==> config.mk <==
export PLATFORM = sky130hd
export DESIGN_NAME = prog_mem_loader
export DESIGN_NICKNAME = d
export VERILOG_FILES = /design/src/rtl/prog_mem_loader.sv
export SDC_FILE = /design/constraint.sdc
export NUM_CORES = 1
export LEC_CHECK = 0
export BUFFER_PORTS_ARGS = -buffer_cell sky130_fd_sc_hd__buf_4
export CAP_MARGIN = 15
export CORE_MARGIN = 4
export CORE_UTILIZATION = 50
export DETAILED_ROUTE_END_ITERATION = 7
export GPL_TIMING_DRIVEN = 1
export PLACE_DENSITY = 0.83
export REMOVE_ABC_BUFFERS = 1
export SYNTH_ARGS = -nofsm -noshare
export SYNTH_HDL_FRONTEND = slang
export SYNTH_SLANG_ARGS = --single-unit
export TNS_END_PERCENT = 30
==> constraint.sdc <==
create_clock -name clk -period 2.9 [get_ports clk]
set_input_delay 0.145 -clock clk [delete_from_list [all_inputs] [get_ports clk]]
set_output_delay 0.145 -clock clk [all_outputs]
set_load 0.01 [all_outputs]
==> src/rtl/prog_mem_loader.sv <==
// Program-memory write loader: streams instruction words into addresses 0.., pads the
// remainder with FILL_WORD, holds the CPU while busy, and reports count/checksum/overflow.
module prog_mem_loader #(
  parameter int                      DATA_SIZE = 6,
  parameter int                      ADDR_SIZE = 5,
  parameter logic [DATA_SIZE-1:0]    FILL_WORD = '0
) (
  input  logic                 clk,
  input  logic                 rst,
  input  logic                 start,
  input  logic                 in_valid,
  output logic                 in_ready,
  input  logic [DATA_SIZE-1:0] in_data,
  input  logic                 in_last,
  output logic                 wr_en,
  output logic [ADDR_SIZE-1:0] wr_addr,
  output logic [DATA_SIZE-1:0] wr_data,
  output logic                 cpu_hold,
  output logic                 done,
  output logic                 err_overflow,
  output logic [ADDR_SIZE:0]   word_cnt,
  output logic [DATA_SIZE-1:0] checksum
);

  // Valid/ready: a word transfers on a rising edge where in_valid & in_ready are both 1;
  // in_ready depends only on the registered state, never on in_valid.

  typedef enum logic [2:0] {
    S_IDLE  = 3'd0,
    S_LOAD  = 3'd1,
    S_FILL  = 3'd2,
    S_DRAIN = 3'd3,
    S_DONE  = 3'd4
  } state_t;

  localparam logic [ADDR_SIZE-1:0] LAST_ADDR = '1;

  state_t                 state_q, state_d;
  logic [ADDR_SIZE-1:0]   ptr_q, ptr_d;
  logic                   in_ready_q, in_ready_d;
  logic                   wr_en_q, wr_en_d;
  logic [ADDR_SIZE-1:0]   wr_addr_q, wr_addr_d;
  logic [DATA_SIZE-1:0]   wr_data_q, wr_data_d;
  logic                   cpu_hold_q, cpu_hold_d;
  logic                   done_q, done_d;
  logic                   err_q, err_d;
  logic [ADDR_SIZE:0]     cnt_q, cnt_d;
  logic [DATA_SIZE-1:0]   cs_q, cs_d;
  logic                   accept;

  assign accept = in_valid & in_ready_q;

  always_comb begin
    state_d   = state_q;
    ptr_d     = ptr_q;
    wr_en_d   = 1'b0;
    wr_addr_d = wr_addr_q;
    wr_data_d = wr_data_q;
    done_d    = done_q;
    err_d     = err_q;
    cnt_d     = cnt_q;
    cs_d      = cs_q;
    case (state_q)
      S_IDLE: begin
        if (start) begin
          state_d = S_LOAD;
          ptr_d   = '0;
          cnt_d   = '0;
          cs_d    = '0;
          done_d  = 1'b0;
          err_d   = 1'b0;
        end
      end
      S_LOAD: begin
        if (accept) begin
          wr_en_d   = 1'b1;
          wr_addr_d = ptr_q;
          wr_data_d = in_data;
          cnt_d     = cnt_q + 1'b1;
          cs_d      = cs_q ^ in_data;
          // The pointer parks on the last address instead of wrapping.
          if (ptr_q == LAST_ADDR) begin
            state_d = in_last ? S_DONE : S_DRAIN;
          end else begin
            ptr_d = ptr_q + 1'b1;
            if (in_last) state_d = S_FILL;
          end
        end
      end
      S_FILL: begin
        wr_en_d   = 1'b1;
        wr_addr_d = ptr_q;
        wr_data_d = FILL_WORD;
        if (ptr_q == LAST_ADDR) state_d = S_DONE;
        else                    ptr_d   = ptr_q + 1'b1;
      end
      S_DRAIN: begin
        if (accept) begin
          err_d = 1'b1;
          if (in_last) state_d = S_DONE;
        end
      end
      S_DONE: begin
        done_d  = 1'b1;
        state_d = S_IDLE;
      end
      default: state_d = S_IDLE;
    endcase
    in_ready_d = (state_d == S_LOAD) || (state_d == S_DRAIN);
    cpu_hold_d = (state_d != S_IDLE);
  end

  always_ff @(posedge clk or posedge rst) begin
    if (rst) begin
      state_q    <= S_IDLE;
      ptr_q      <= '0;
      in_ready_q <= 1'b0;
      wr_en_q    <= 1'b0;
      wr_addr_q  <= '0;
      wr_data_q  <= '0;
      cpu_hold_q <= 1'b0;
      done_q     <= 1'b0;
      err_q      <= 1'b0;
      cnt_q      <= '0;
      cs_q       <= '0;
    end else begin
      state_q    <= state_d;
      ptr_q      <= ptr_d;
      in_ready_q <= in_ready_d;
      wr_en_q    <= wr_en_d;
      wr_addr_q  <= wr_addr_d;
      wr_data_q  <= wr_data_d;
      cpu_hold_q <= cpu_hold_d;
      done_q     <= done_d;
      err_q      <= err_d;
      cnt_q      <= cnt_d;
      cs_q       <= cs_d;
    end
  end

  assign in_ready     = in_ready_q;
  assign wr_en        = wr_en_q;
  assign wr_addr      = wr_addr_q;
  assign wr_data      = wr_data_q;
  assign cpu_hold     = cpu_hold_q;
  assign done         = done_q;
  assign err_overflow = err_q;
  assign word_cnt     = cnt_q;
  assign checksum     = cs_q;

endmodule

==> results of run 1 <==
[routing by layer]
layer,GRT usage [%],vias up,wire length [um]
met5,0,-,0
met4,6.48,0,39
met3,6.67,4,319
met2,32.2,56,1870
met1,23.6,644,1460
li1,-,627,-
[cells by family (layout without fill, tap and decap cells)]
family / count (synthesis) / after routing / share of synthesized area (%)
adders and majority gates: 3 / 3 / 2.26
muxes: 3 / 3 / 2.26
DFF: 36 / 36 / 54.2
AOI/OAI and AO/OA: 26 / 26 / 10.6
buffers and inverters: 10 / 53 / 2.94
and+or+nand+nor: 74 / 74 / 23.0
xor gates and xnor gates: 9 / 9 / 4.74
[power by group]
part / switching, uW / internal [uW]
Combinational: 409 / 386
Clock: 162 / 115
Sequential: 187 / 677
[layout make-up]
| class | count | area (um^2) | share of cell area (%) |
|---|---|---|---|
| Sequential cell | 36 | 901 | 43.8 |
| Multi-Input combinational cell | 115 | 712 | 34.7 |
| Timing Repair Buffer | 41 | 310 | 15.1 |
| Tap cell | 44 | 55.1 | 2.68 |
| Clock buffer | 6 | 51.3 | 2.50 |
| Inverter | 4 | 15.0 | 0.731 |
| Clock inverter | 2 | 10.0 | 0.487 |
[worst reg2reg max path: cells and delay by family (launching register included)]
kind / cells / cell delay (ns)
compound gates: 2 / 0.56
fa+ha+maj: 2 / 0.48
flops: 1 / 0.43
simple gates: 2 / 0.38
mux: 1 / 0.36
[through the flow]
stage / setup WS [ns] / cell area [um^2]
final: 0.597 / 2050
after global routing: 0.492 / 2050
after CTS: 0.589 / 2050
after detailed placement: 0.603 / 1980
after global placement: 0.731 / 1980
after floorplan: 0.795 / 1630
[sequential cells by signal (all words and copies together) (netlist names)]
name	cells
wr_data	6
state_q	3
err_overflow	1
word_cnt	6
ptr_q	5
wr_en	1
in_ready	1
checksum	6
cpu_hold	1
wr_addr	5
done	1
[how the worst min path moves through the flow]
stage	to	slack (ns)	from
2_1_floorplan	checksum[0]	0.31	rst
3_3_place_gp	wr_addr[2]	0.28	rst
3_5_place_dp	wr_addr[2]	0.31	rst
4_1_cts	wr_data[1]	0.07	in_data[1]
5_1_grt	wr_data[1]	0.06	in_data[1]
6_report	wr_data[1]	0.07	in_data[1]
[cell usage in the layout, fill, tap and decap left out, types with 3 or more instances in the layout]
cell,netlist,layout
nand3_1,9,9
nor2b_1,3,3
ha_1,3,3
nand2b_1,3,3
buf_4,0,40
nor2_1,13,13
o21ai_0,8,8
clkbuf_4,0,5
xor2_1,9,9
o211ai_1,3,3
dfrtp_1,36,36
nand2_1,32,32
inv_1,4,4
a21oi_1,3,3
==> metrics.cfg, run 1 <==
[clock_network]
post_cts_resize_count=0
cts_hold_buf=1
post_cts_buffers=0
clk_latency_ns=0.34
cts_buffer_depth=2
cts_made_buffers=5
cts-root-buf=clkbuf_4
cts_sinks=36
tritoncts=built
h-tree-depth=2
cts.clk_slew.worst_paths_ns=0.10

[sta]
fin_hold_ws_ns=0.0740
timing.final.hold_violations=0
slew_viol_final=0
rsz0062_at_grt=false
fin_tns_setup_ns=0
period_share_pct=79.4
fin_skew_ns=0.0130
setup_viol=0
relSlewSlack_pct=52.5
max_freq_ghz=0.434
max_slew.worst_pin.slew_ns=0.712
layout_min_cycle_time_ns=2.30

[final_layout]
final_layout_size_suffix_gt1_share_pct=29.9
nFillCells=251
diodes=0
final_util_pct=65.7
syn_to_final_growth_pct=23.6
finalNetCount=217
finalNonFillerCells=248

[setup_path]
path_buf_inv=0
crit_end=ptr_q[2]
critPathKind=register to register
cp.arrival_ns=2.53
worstSetupStartpointType=register
cp_common_cell=ha_1
cp-startpoint=ptr_q[0]
r2r_end=ptr_q[2]
end_kind=register
required_ns=3.13
regToRegStartpoint=ptr_q[0]
cp_num_cells=7
crit_fanout=7
worst-r2r-setup-slack_ns=0.60
worstRegToRegCells=7
path_cells=ha_1, and3_1, ha_1, nand2b_1, a211o_1, a21boi_0, mux2_2
slowest_delay_ns=0.43
worst_path_dominant_cell_family=compound AO/OA/AOI/OAI gates
cp_slowest_cell=dfrtp_1

[logic_synthesis]
synth_area_mm2=0.00166
synth.top_cell.area_share_pct=54.2
ys_ff_latch=36
yosysTopAreaCell=dfrtp_1
synth_edf_count=0
seq_area_frac_synth_pct=54.2
async_flop_share_pct=100
synth_commonest_cells=dfrtp_1, nand2_1, nor2_1, nand3_1, xor2_1
synth_area_per_cell_um2=10.3
synth.distinct_cells=39
synth_ff_type=dfrtp_1
synthTopCellsByArea=dfrtp_1, nand2_1, xor2_1, nor2_1, nand3_1
syn_inst=161
yosysMostFrequentCell=dfrtp_1
synth_warnings=0

[global_route]
overflow=0
grt_pass1_wl_mm=6.31
grt_pass1_vias=1356
antenna_found_initial=0
grt_max_degree=20
grt_usage_pct=19.4

[placement]
io_buffers=38
finalWeightedCongestion=0.817
dpl.cell_count=239
dp_hpwl_mm=2.73

[detailed_routing]
routed_wl_mm=3.69
drt-vias-per-instance=5.37
vias=1331
drt-pass1-iter-count=4
drc_errors=0
antenna_left=0
dr.first_iter.drc_count=109
post_drt_wl_per_cell_um=14.9

[min_path]
hold_depth=3
holdCritPathClass=input pin to register

[status]
status=completed

[floorplanning]
start_util_pct=53.1
die_h_um=65.6
fp.coreArea_mm2=0.00313
die_width_um=65.6
ios=39
dieArea_mm2=0.00431
rows=20

[power_and_ir_drop]
finalPower_uw=1940
power_leakage_uw=0.00107
vdd_drop_max_mv=0.545
p_per_area_mw_per_mm2=943

[run]
cap_violations=0

(Power assumes the default switching activity.)
==> inputs of run 2 (changes only) <==
clock period = 2.3 ns   (was 2.9 ns; I/O delays follow)
==> run 2 against run 1 <==
Non-clock buffer count rose by 2. Hold slack worse by 0.032 ns. Highest routed layer unchanged. Critical path type unchanged. Via count fell by 0.68%.
==> metrics.cfg, run 2 (synthesis gave the netlist of run 1 again) <==
[setup_path]
worstRegToRegCells=7
cp_common_cell=ha_1
cp_slowest_cell=dfrtp_1
end_kind=register
crit_fanout=7
slowest_delay_ns=0.43
path_buf_inv=0
cp.arrival_ns=2.45
worstSetupStartpointType=register
critPathKind=register to register
cp_num_cells=7
path_cells=ha_1, and3_1, ha_1, nand2b_1, a211o_1, a21boi_1, mux2_2
required_ns=2.54
worst_path_dominant_cell_family=compound AO/OA/AOI/OAI gates

[detailed_routing]
post_drt_wl_per_cell_um=14.0
vias=1322
drt-pass1-iter-count=4
drt-vias-per-instance=5.29
routed_wl_mm=3.49
drc_errors=0
antenna_left=0
dr.first_iter.drc_count=57

[placement]
finalWeightedCongestion=0.824
dpl.cell_count=239
dp_hpwl_mm=2.47
post-place-ws_ns=0.0289
io_buffers=38

[clock_network]
cts_made_buffers=5
tritoncts=built
cts.clk_slew.worst_paths_ns=0.11
clk_latency_ns=0.34
cts-root-buf=clkbuf_4
cts_buffer_depth=2
cts_sinks=36
h-tree-depth=2

[final_layout]
layout_common_cells=buf_4, dfrtp_1, nand2_1
nFillCells=251
diodes=0
final_util_pct=67.2
finalNonFillerCells=250
finalNetCount=219
layout_commonest_cell=buf_4
syn_to_final_growth_pct=26.6
final_layout_size_suffix_gt1_share_pct=30.6

[floorplanning]
dieArea_mm2=0.00431
start_util_pct=53.1
die_h_um=65.6
ios=39
fp.coreArea_mm2=0.00313
rows=20
die_width_um=65.6

[run]
cap_violations=0

[sta]
fin_skew_ns=0.0110
max_freq_ghz=0.453
setup_viol=0
timing.final.hold_violations=0
slew_viol_final=0
relSlewSlack_pct=55.9
fin_tns_setup_ns=0
setup_ws_ns=0.0940
period_share_pct=95.9
max_slew.worst_pin.slew_ns=0.658
layout_min_cycle_time_ns=2.21

[global_route]
grt_pass1_wl_mm=5.81
overflow=0
grt_pass1_vias=1288
grt_usage_pct=17.7
grt_max_degree=37
antenna_found_initial=0

[status]
status=completed

[power_and_ir_drop]
power_leakage_uw=0.00110
vdd_drop_max_mv=0.643
p_per_area_mw_per_mm2=1240

[min_path]
hold_depth=3
holdCritPathClass=input pin to register

run 2: changes by cell type in the layout (fill, tap and decap cells not counted):
| cell | change |
|---|---|
| buf_4 | +2 |
| a21boi_1 | +1 |
| a21boi_0 | -1 |
| clkbuf_8 | +1 |
| clkinv_2 | -2 |
| bufinv_16 | +1 |
run 2: worst reg2reg max path, delay by kind of cell (launching register included):
kind                       cells  cell delay [ns]
DFF                            1             0.43
adders and majority gates      2             0.45
and+or+nand+nor                2             0.37
muxes                          1             0.35
AOI/OAI and AO/OA              2             0.52
run 2: final timing paths:
check	from	end	slack, ns
max	ptr_q[1]	ptr_q[2]	0.09
min	in_data[3]	wr_data[3]	0.04
max reg2reg	ptr_q[1]	ptr_q[2]	0.09
min reg2reg	wr_addr[0]	wr_addr[0]	0.49
max in group asynchronous	rst	wr_addr[0]	1.57
min in group asynchronous	rst	ptr_q[2]	0.42
run 2: area by class of cell:
type                            count  area (um^2)  area share [%]
Clock buffer                        7         65.1            3.09
Clock inverter                      1         30.0            1.43
Inverter                            4         15.0           0.714
Multi-Input combinational cell    115          712            33.8
Sequential cell                    36          901            42.8
Tap cell                           44         55.1            2.62
Timing Repair Buffer               43          325            15.5
run 2: repair_timing:
action,4_1_cts,5_1_grt
gates resized for setup,0,1
setup endpoints to repair,0,1
hold buffers,1,0
hold endpoints to repair,36,0
setup buffers,0,2
run 2: stage by stage:
step | total power, uW | hold WS, ns | cell area (um^2)
6_report | 2600 | 0.0420 | 2100
5_1_grt | 2790 | 0.0365 | 2100
4_1_cts | 2600 | 0.0279 | 2090
3_5_place_dp | 2090 | 0.251 | 1980
3_3_place_gp | 2040 | 0.237 | 1980
2_1_floorplan | 1650 | 0.282 | 1630
run 2: per-layer routing:
layer | vias to the layer above | global-route usage, % | wire length [um] | part of all wire, %
met5 | - | 0 | 0 | 0
met4 | 0 | 6.22 | 46 | 1.3
met3 | 4 | 5.64 | 195 | 5.6
met2 | 37 | 28.7 | 1680 | 48
met1 | 646 | 22.2 | 1570 | 45
li1 | 635 | - | - | -
run 2: where the power goes:
part	switching, uW	leakage [uW]	internal [uW]
combinational	521	0.000573	507
clock	211	0.0000515	289
sequential	223	0.000471	854
==> inputs of run 3 (changes only) <==
RECOVER_POWER = 100   (was unset)
==> run 3 against run 2 <==
Critical path type unchanged. Largest power group unchanged. Clock-buffer cell count stayed put. Wire length is 0.52% lower. Cell count stayed put. Hold slack worse by 0.0012 ns. Die area stayed put. Combinational power is 15% lower. Total power is 6.6% lower.
==> metrics.cfg, run 3 (synthesis gave the netlist of run 1 again) <==
[status]
status=completed

[sta]
slew_viol_final=0
timing.final.hold_violations=0
setup_viol=0
period_share_pct=95.1
fin_skew_ns=0.0116
max_freq_ghz=0.457
setup_ws_ns=0.112
max_slew.worst_pin.slew_ns=0.878
relSlewSlack_pct=41.3
layout_min_cycle_time_ns=2.19

[setup_path]
cp_slowest_cell=dfrtp_1
regToRegStartpoint=ptr_q[1]
end_kind=register
required_ns=2.54
worst_path_dominant_cell_family=compound AO/OA/AOI/OAI gates
path_cells=ha_1, and3_1, ha_1, nand2b_1, a211o_1, a21boi_1, mux2_2
path_buf_inv=0
worstRegToRegCells=7
r2r_end=ptr_q[2]
cp.arrival_ns=2.43
cp_common_cell=ha_1
worst-r2r-setup-slack_ns=0.11
crit_end=ptr_q[2]
critPathKind=register to register
slowest_delay_ns=0.43
cp-startpoint=ptr_q[1]
worstSetupStartpointType=register
crit_fanout=7
cp_num_cells=7

[final_layout]
finalNonFillerCells=250
syn_to_final_growth_pct=18.3
nFillCells=292
diodes=0
layout_commonest_cell=dfrtp_1
finalNetCount=219
final_layout_size_suffix_gt1_share_pct=14.1
layout_common_cells=dfrtp_1, nand2_1, clkbuf_1
final_util_pct=62.8

[clock_network]
tritoncts=built
cts-root-buf=clkbuf_4
cts_buffer_depth=2
cts_made_buffers=5
h-tree-depth=2
clk_latency_ns=0.34
cts.clk_slew.worst_paths_ns=0.12
cts_sinks=36

[power_and_ir_drop]
p_switching_uw=935
finalPower_uw=2430
p_seq_share_pct=43.7
power_switching_share_pct=38.5
pwr-share-clk_pct=20.5
p_per_area_mw_per_mm2=1240
vdd_drop_max_mv=0.606
combPwrFrac_pct=35.8
intPower_uw=1500
power_leakage_uw=0.000956

[detailed_routing]
drc_errors=0
routed_wl_mm=3.47
vias=1316
dr.first_iter.drc_count=55
antenna_left=0
drt-vias-per-instance=5.26
post_drt_wl_per_cell_um=13.9
drt-pass1-iter-count=5

[global_route]
grt_max_degree=37
grt_pass1_wl_mm=5.81
overflow=0
grt_pass1_vias=1288
antenna_found_initial=0
grt_usage_pct=17.7

[run]
cap_violations=0

[placement]
finalWeightedCongestion=0.824
io_buffers=38
post-place-ws_ns=0.0289
dpl.cell_count=239
dp_hpwl_mm=2.47

[floorplanning]
start_util_pct=53.1
dieArea_mm2=0.00431
fp.coreArea_mm2=0.00313
ios=39
die_width_um=65.6
die_h_um=65.6
rows=20

[min_path]
holdCritPathClass=input pin to register

==> run 3: power by group through the flow <==
| stage | registers [uW] | clock network [uW] | logic [uW] |
|---|---|---|---|
| 4_1_cts | 1080 | 512 | 1010 |
| 6_report | 1060 | 499 | 871 |
| 3_3_place_gp | 1080 | 0 | 965 |
| 2_1_floorplan | 1120 | 0 | 524 |
| 3_5_place_dp | 1080 | 0 | 1000 |
| 5_1_grt | 1100 | 540 | 979 |
==> run 3: area by class of cell <==
| cell class | instances | area, um^2 | share of cell area, % |
|---|---|---|---|
| Tap cell | 44 | 55.1 | 2.80 |
| Timing Repair Buffer | 43 | 214 | 10.9 |
| Inverter | 4 | 15.0 | 0.764 |
| Clock inverter | 1 | 30.0 | 1.53 |
| Clock buffer | 7 | 65.1 | 3.31 |
| Multi-Input combinational cell | 115 | 686 | 34.9 |
| Sequential cell | 36 | 901 | 45.8 |
==> run 3: stage by stage <==
stage,setup TNS [ns],cell area [um^2],hold slack (ns)
2_1_floorplan,0,1630,0.282
3_3_place_gp,0,1980,0.237
3_5_place_dp,0,1980,0.251
4_1_cts,0,2090,0.0279
5_1_grt,-0.00433,1970,0.0365
6_report,0,1970,0.0408
==> run 3: timing repair <==
| action | in CTS | in global routing |
|---|---|---|
| endpoints found under the setup margin | 0 | 1 |
| resized for setup | 0 | 1 |
| hold buffers | 1 | 0 |
| setup buffers | 0 | 2 |
| hold endpoints to repair | 36 | 0 |
==> run 3: how the worst min path moves through the flow <==
stage	start	endpoint	cells after the start
2_1_floorplan	rst	checksum[0]	1
3_3_place_gp	rst	wr_data[2]	3
3_5_place_dp	rst	checksum[2]	3
4_1_cts	in_data[3]	wr_data[3]	3
5_1_grt	in_data[3]	wr_data[3]	3
6_report	in_data[3]	wr_data[3]	3
==> run 3: worst min-delay path: stages <==
cell     delay [ns]
buf_4          0.08
nand3_1        0.08
nand2_1        0.07
==> run 3: routing by layer <==
layer,global-route usage [%],vias to the layer above,routed length [um]
met1,22.2,634,1530
met4,6.22,0,46
li1,-,634,-
met3,5.64,4,209
met2,28.7,44,1690
met5,0,-,0
